==> src/rtl/fog_param_pkg.sv <==
// Shared definitions for the FOG parameter controller: FSM states, register map and power-on defaults.
// Address 4'hF is a command (COMMIT), not a storage location.
package fog_param_pkg;

    typedef enum logic [1:0] {
        S_INIT   = 2'd0,
        S_SETTLE = 2'd1,
        S_RUN    = 2'd2,
        S_COMMIT = 2'd3
    } fog_state_t;

    localparam int FOG_NUM_REGS = 11;

    localparam logic [3:0] ADDR_FREQ_CNT     = 4'd0;
    localparam logic [3:0] ADDR_AMP_H        = 4'd1;
    localparam logic [3:0] ADDR_AMP_L        = 4'd2;
    localparam logic [3:0] ADDR_POLARITY     = 4'd3;
    localparam logic [3:0] ADDR_WAIT_CNT     = 4'd4;
    localparam logic [3:0] ADDR_ERR_OFFSET   = 4'd5;
    localparam logic [3:0] ADDR_AVG_SEL      = 4'd6;
    localparam logic [3:0] ADDR_GAINSEL_STEP = 4'd7;
    localparam logic [3:0] ADDR_GAINSEL_RAMP = 4'd8;
    localparam logic [3:0] ADDR_FB_ON        = 4'd9;
    localparam logic [3:0] ADDR_CONST_STEP   = 4'd10;
    localparam logic [3:0] ADDR_COMMIT       = 4'hF;

    localparam logic [31:0] FOG_DEFAULTS [FOG_NUM_REGS] = '{
        32'd1000, 32'd5000, 32'd5000, 32'd0,  32'd50, 32'd0,
        32'd10,   32'd5,    32'd10,   32'd1,  32'd100
    };

endpackage

==> src/rtl/fog_param_ctrl.sv <==
// Double-buffered FOG parameter bank: host writes land in a shadow bank and are
// copied to the active bank atomically on the first modulation-period strobe after a COMMIT.
module fog_param_ctrl
    import fog_param_pkg::*;
#(
    parameter logic [31:0] SETTLE_CYCLES = 32'd100000,
    parameter int          NUM_REGS      = FOG_NUM_REGS
) (
    input  logic        CLOCK_CPU,
    input  logic        RST_SYNC,
    input  logic        i_wr_valid,
    output logic        o_wr_ready,
    input  logic [3:0]  i_wr_addr,
    input  logic [31:0] i_wr_data,
    input  logic [3:0]  i_rd_addr,
    output logic [31:0] o_rd_data,
    input  logic        i_period_strobe,
    output logic [31:0] o_var_freq_cnt,
    output logic [31:0] o_var_amp_H,
    output logic [31:0] o_var_amp_L,
    output logic [31:0] o_var_wait_cnt,
    output logic [31:0] o_var_err_offset,
    output logic [31:0] o_var_avg_sel,
    output logic [31:0] o_var_gainSel_step,
    output logic [31:0] o_var_gainSel_ramp,
    output logic [31:0] o_var_fb_ON,
    output logic [31:0] o_var_const_step,
    output logic        o_var_polarity,
    output logic        o_busy,
    output logic        o_addr_err,
    output logic [1:0]  o_state
);

    fog_state_t  r_state;
    fog_state_t  w_state_nxt;
    logic [31:0] r_settle_cnt;
    logic [31:0] r_shadow [NUM_REGS];
    logic [31:0] r_active [NUM_REGS];
    logic        r_addr_err;
    logic [31:0] r_rd_data;
    logic [31:0] w_rd_nxt;
    logic        w_wr_acc;
    logic        w_is_reg;
    logic        w_is_commit;
    logic        w_settle_done;
    logic        w_apply;

    assign o_wr_ready    = (r_state == S_RUN);
    assign w_wr_acc      = i_wr_valid & o_wr_ready;
    assign w_is_reg      = ({28'd0, i_wr_addr} < 32'(NUM_REGS));
    assign w_is_commit   = (i_wr_addr == ADDR_COMMIT);
    // Widened compare so SETTLE_CYCLES of 0 or 1 both leave after a single cycle.
    assign w_settle_done = (({1'b0, r_settle_cnt} + 33'd1) >= {1'b0, SETTLE_CYCLES});
    assign w_apply       = (r_state == S_COMMIT) & i_period_strobe;

    always_ff @(posedge CLOCK_CPU) begin
        if (RST_SYNC) begin
            r_state <= S_INIT;
        end else begin
            r_state <= w_state_nxt;
        end
    end

    always_comb begin
        w_state_nxt = r_state;
        case (r_state)
            S_INIT:   w_state_nxt = S_SETTLE;
            S_SETTLE: if (w_settle_done) w_state_nxt = S_RUN;
            S_RUN:    if (w_wr_acc && w_is_commit) w_state_nxt = S_COMMIT;
            S_COMMIT: if (i_period_strobe) w_state_nxt = S_RUN;
            default:  w_state_nxt = S_INIT;
        endcase
    end

    always_ff @(posedge CLOCK_CPU) begin
        if (RST_SYNC || r_state != S_SETTLE) begin
            r_settle_cnt <= 32'd0;
        end else if (!w_settle_done) begin
            r_settle_cnt <= r_settle_cnt + 32'd1;
        end
    end

    // Shadow writes are only possible in S_RUN, so shadow is stable while a commit is pending.
    always_ff @(posedge CLOCK_CPU) begin
        if (RST_SYNC || r_state == S_INIT) begin
            for (int i = 0; i < NUM_REGS; i++) begin
                r_shadow[i] <= FOG_DEFAULTS[i];
                r_active[i] <= FOG_DEFAULTS[i];
            end
        end else begin
            for (int i = 0; i < NUM_REGS; i++) begin
                if (w_wr_acc && i_wr_addr == 4'(i)) begin
                    r_shadow[i] <= (i == int'(ADDR_POLARITY)) ? {31'd0, i_wr_data[0]} : i_wr_data;
                end
                if (w_apply) begin
                    r_active[i] <= r_shadow[i];
                end
            end
        end
    end

    always_ff @(posedge CLOCK_CPU) begin
        if (RST_SYNC) begin
            r_addr_err <= 1'b0;
        end else if (w_wr_acc && !w_is_reg && !w_is_commit) begin
            r_addr_err <= 1'b1;
        end
    end

    always_comb begin
        w_rd_nxt = 32'd0;
        for (int i = 0; i < NUM_REGS; i++) begin
            if (i_rd_addr == 4'(i)) begin
                w_rd_nxt = r_active[i];
            end
        end
    end

    always_ff @(posedge CLOCK_CPU) begin
        if (RST_SYNC) begin
            r_rd_data <= 32'd0;
        end else begin
            r_rd_data <= w_rd_nxt;
        end
    end

    assign o_var_freq_cnt     = r_active[ADDR_FREQ_CNT];
    assign o_var_amp_H        = r_active[ADDR_AMP_H];
    assign o_var_amp_L        = r_active[ADDR_AMP_L];
    assign o_var_polarity     = r_active[ADDR_POLARITY][0];
    assign o_var_wait_cnt     = r_active[ADDR_WAIT_CNT];
    assign o_var_err_offset   = r_active[ADDR_ERR_OFFSET];
    assign o_var_avg_sel      = r_active[ADDR_AVG_SEL];
    assign o_var_gainSel_step = r_active[ADDR_GAINSEL_STEP];
    assign o_var_gainSel_ramp = r_active[ADDR_GAINSEL_RAMP];
    assign o_var_const_step   = r_active[ADDR_CONST_STEP];
    // Feedback stays off until the loop has settled.
    assign o_var_fb_ON        = (r_state == S_RUN || r_state == S_COMMIT) ? r_active[ADDR_FB_ON] : 32'd0;
    assign o_busy             = (r_state == S_COMMIT);
    assign o_addr_err         = r_addr_err;
    assign o_rd_data          = r_rd_data;
    assign o_state            = r_state;

endmodule

==> config.mk <==
export PLATFORM = sky130hd
export DESIGN_NAME = fog_param_ctrl
export DESIGN_NICKNAME = d
export VERILOG_FILES = /design/src/rtl/fog_param_pkg.sv /design/src/rtl/fog_param_ctrl.sv
export SDC_FILE = /design/constraint.sdc
export NUM_CORES = 1
export LEC_CHECK = 0
export ABC_AREA = 1
export BUFFER_PORTS_ARGS = -buffer_cell sky130_fd_sc_hd__buf_2
export CAP_MARGIN = 20
export CORE_ASPECT_RATIO = 1.25
export CORE_UTILIZATION = 45
export DETAILED_ROUTE_END_ITERATION = 12
export HOLD_SLACK_MARGIN = 0.05
export SLEW_MARGIN = 15
export SYNTH_ARGS = -nofsm -noshare
export SYNTH_HDL_FRONTEND = slang
export SYNTH_SLANG_ARGS = --single-unit
==> constraint.sdc <==
create_clock -name CLOCK_CPU -period 12.3 [get_ports CLOCK_CPU]
set_clock_uncertainty 0.15 [all_clocks]
set_input_delay 1.845 -clock CLOCK_CPU [delete_from_list [all_inputs] [get_ports CLOCK_CPU]]
set_output_delay 1.845 -clock CLOCK_CPU [all_outputs]
set_load 0.01 [all_outputs]
==> results.json <==
{
  "synth_top_cell_area_share_pct": 66.1,
  "timing.final.max_slew_violations": 0,
  "grt_max_degree": 111,
  "areaGrowthSynthToFinish_pct": 18.1,
  "cp.required_ps": 12380,
  "max_slew.worst_pin.slew_ps": 1070,
  "first_pass_iters": 5,
  "vias_per_cell": 5.12,
  "grt_pass1_wl_um": 130000,
  "grt.total_usage_pct": 27.0,
  "hp-class": "reg2reg",
  "path_clk_slew_ps": 60,
  "cts_resized": 0,
  "cts_tree": "yes",
  "cts_root_buffer": "clkbuf_16",
  "antenna_found_initial": 0,
  "grt_pass1_vias": 19900,
  "post-cts-setup-buffer-count": 0,
  "avgSynthCellArea_um2": 10.5,
  "coreArea_mm2": 0.0643,
  "slew_headroom_pct": 28.4,
  "clk_latency_ps": 610,
  "cp-end-kind": "flop",
  "ys_seq_area_share_pct": 70.7,
  "fin_crit_ps": 4420,
  "routedWlPerCell_um": 22.1,
  "maxCapViolCount": 0,
  "synth.distinct_cells": 30,
  "gp_congestion": 0.933,
  "antenna_cells": 0,
  "route.detailed.drc": 0,
  "crit_chain": "buf_2 > nand2_1 > inv_1 > nand3_1 > nor2_1 > clkinv_1 > nand2_2",
  "dp_worst_setup_slack_ps": 7200,
  "grt-ovfl-total": 0,
  "max_stage_delay_ps": 1020,
  "dieArea_mm2": 0.0659,
  "fp.dieW_um": 230,
  "synthesis.area_mm2": 0.0292,
  "final_common_cell": "nor2_1",
  "die_h_um": 287,
  "critical_path_class": "in2reg",
  "drt_wl_total_um": 90000,
  "worst_slack_ps": 7880,
  "rsz0062_at_grt": "false",
  "io_buffers": 401,
  "postRouteAntennaNets": 0,
  "tns_ps": 0,
  "clockBufferDepth": 3,
  "cp_slowest_cell": "nand2_2",
  "place_area_mm2": 0.0320,
  "fmax_ghz": 0.226,
  "layout_common_cells": "714 x nor2_1, 642 x edfxtp_1, 435 x inv_1",
  "yosys-top-cells-area": "edfxtp_1 66%, nor2_1 9.3%, inv_1 5.6%",
  "synth_nets": 2836,
  "fin_crit_sh_pct": 35.9,
  "design_area_mm2": 0.0344,
  "power-per-cell-area_mw_per_mm2": 172,
  "htreeDepth": 3,
  "synth_seq_cells": 709,
  "arrival_ps": 4500,
  "drive_gt1_share_pct": 18.6,
  "initial_core_util_pct": 45.4,
  "drt_iter0_markers": 1895,
  "clock_sinks": 709,
  "cp-start-kind": "input pin",
  "setup_viol": 0,
  "status": "completed",
  "cp_max_fo": 32,
  "p_leak_nw": 14.2,
  "rows": 104,
  "synthesis.instances": 2791,
  "hpwl_um": 64300,
  "synth_warnings": 0,
  "cts_hold_buf": 0,
  "vias": 20900,
  "yosys.area.top_type": "edfxtp_1",
  "reg2reg_slack_ps": 7960,
  "peakVddDrop_uv": 114,
  "final_net_count": 3215,
  "numCtsBuffers": 73,
  "hold_violations": 0,
  "io_pins": 402
}
## synth_stat cells
master,count
nor2_1,719
edfxtp_1,642
inv_1,436
nand2_1,399
nand3_1,118
clkbuf_1,103
o21ai_0,72
dfxtp_1,67
nand4_1,44
or2_2,29
a31oi_1,28
clkinv_1,27
o22ai_1,25
a21oi_1,17
buf_1,11
nor2_2,8
inv_2,6
nor3_1,6
xor2_1,6
buf_2,5
o211ai_1,5
nand2_2,4
o21ai_1,4
nor2_4,3
buf_6,2
a21oi_2,1
ha_1,1
nand3_2,1
nand3b_1,1
xnor2_1,1
## metrics by stage
| stage | hold WS (ps) | cells | total power [mW] | utilization [%] |
|---|---|---|---|---|
| after floorplan | 294 | 2791 | 3.44 | - |
| after global placement | 323 | 3941 | 3.76 | 49.8 |
| after detailed placement | 327 | 3941 | 3.77 | 49.8 |
| after CTS | 335 | 4075 | 5.97 | 53.5 |
| after global routing | 352 | 4077 | 6.12 | 53.6 |
| final | 337 | 4077 | 5.93 | 53.6 |
## final timing paths
kind,to,depth (start not counted),from
worst max-delay path,r_shadow[1][14]$_SDFFCE_PN0P_,7,i_wr_valid
worst min-delay path,r_settle_cnt[27]$_SDFFE_PP0N_,2,r_settle_cnt[27]$_SDFFE_PP0N_
worst min register to register,r_settle_cnt[27]$_SDFFE_PP0N_,2,r_settle_cnt[27]$_SDFFE_PP0N_
worst max register to register,r_shadow[1][14]$_SDFFCE_PN0P_,9,o_state[1]$_SDFFE_PP0P_
## layer usage
| layer | vias to the layer above | GRT usage, % | share of wire, % |
|---|---|---|---|
| li1 | 9737 | - | - |
| met1 | 10200 | 36.8 | 42 |
| met2 | 837 | 44.1 | 48 |
| met3 | 139 | 4.22 | 7.2 |
| met4 | 0 | 9.49 | 3.2 |
| met5 | - | 0 | 0 |
## area by class of cell
| cell class | count | area, µm² |
|---|---|---|
| Inverter | 469 | 1770 |
| Clock buffer | 97 | 1990 |
| Timing Repair Buffer | 425 | 2220 |
| Fill cell | 5768 | 29800 |
| Sequential cell | 709 | 20600 |
| Multi-Input combinational cell | 1492 | 6410 |
| Clock inverter | 37 | 379 |
| Tap cell | 848 | 1060 |
## worst max-delay path, delay by kind of cell
| kind | cells | cell delay (ps) |
|---|---|---|
| buf+inv | 3 | 1020 |
| simple gates | 4 | 1590 |
## power breakdown
part / switching, mW / leakage (nW) / internal, mW
Clock: 0.926 / 1.16 / 1.29
Combinational: 0.455 / 5.54 / 0.147
Sequential: 0.158 / 7.53 / 2.95
## cell families (layout without fill, tap and decap cells)
logic type | count (synthesis) | in the layout | share of synthesized area (%)
AOI/OAI and AO/OA | 152 | 152 | 2.89
xor gates and xnor gates | 7 | 7 | 0.210
adders and majority gates | 1 | 1 | 0.0429
buffers and inverters | 590 | 1028 | 7.66
DFF | 709 | 709 | 70.7
and+or+nand+nor | 1332 | 1332 | 18.5
## flip-flops by register name (all words and copies together) (netlist names)
register / flops
r_settle_cnt: 32
o_rd_data: 32
r_shadow: 321
o_addr_err: 1
r_active: 321
o_state: 2
Note: power is estimated with default switching activity, not from simulation.
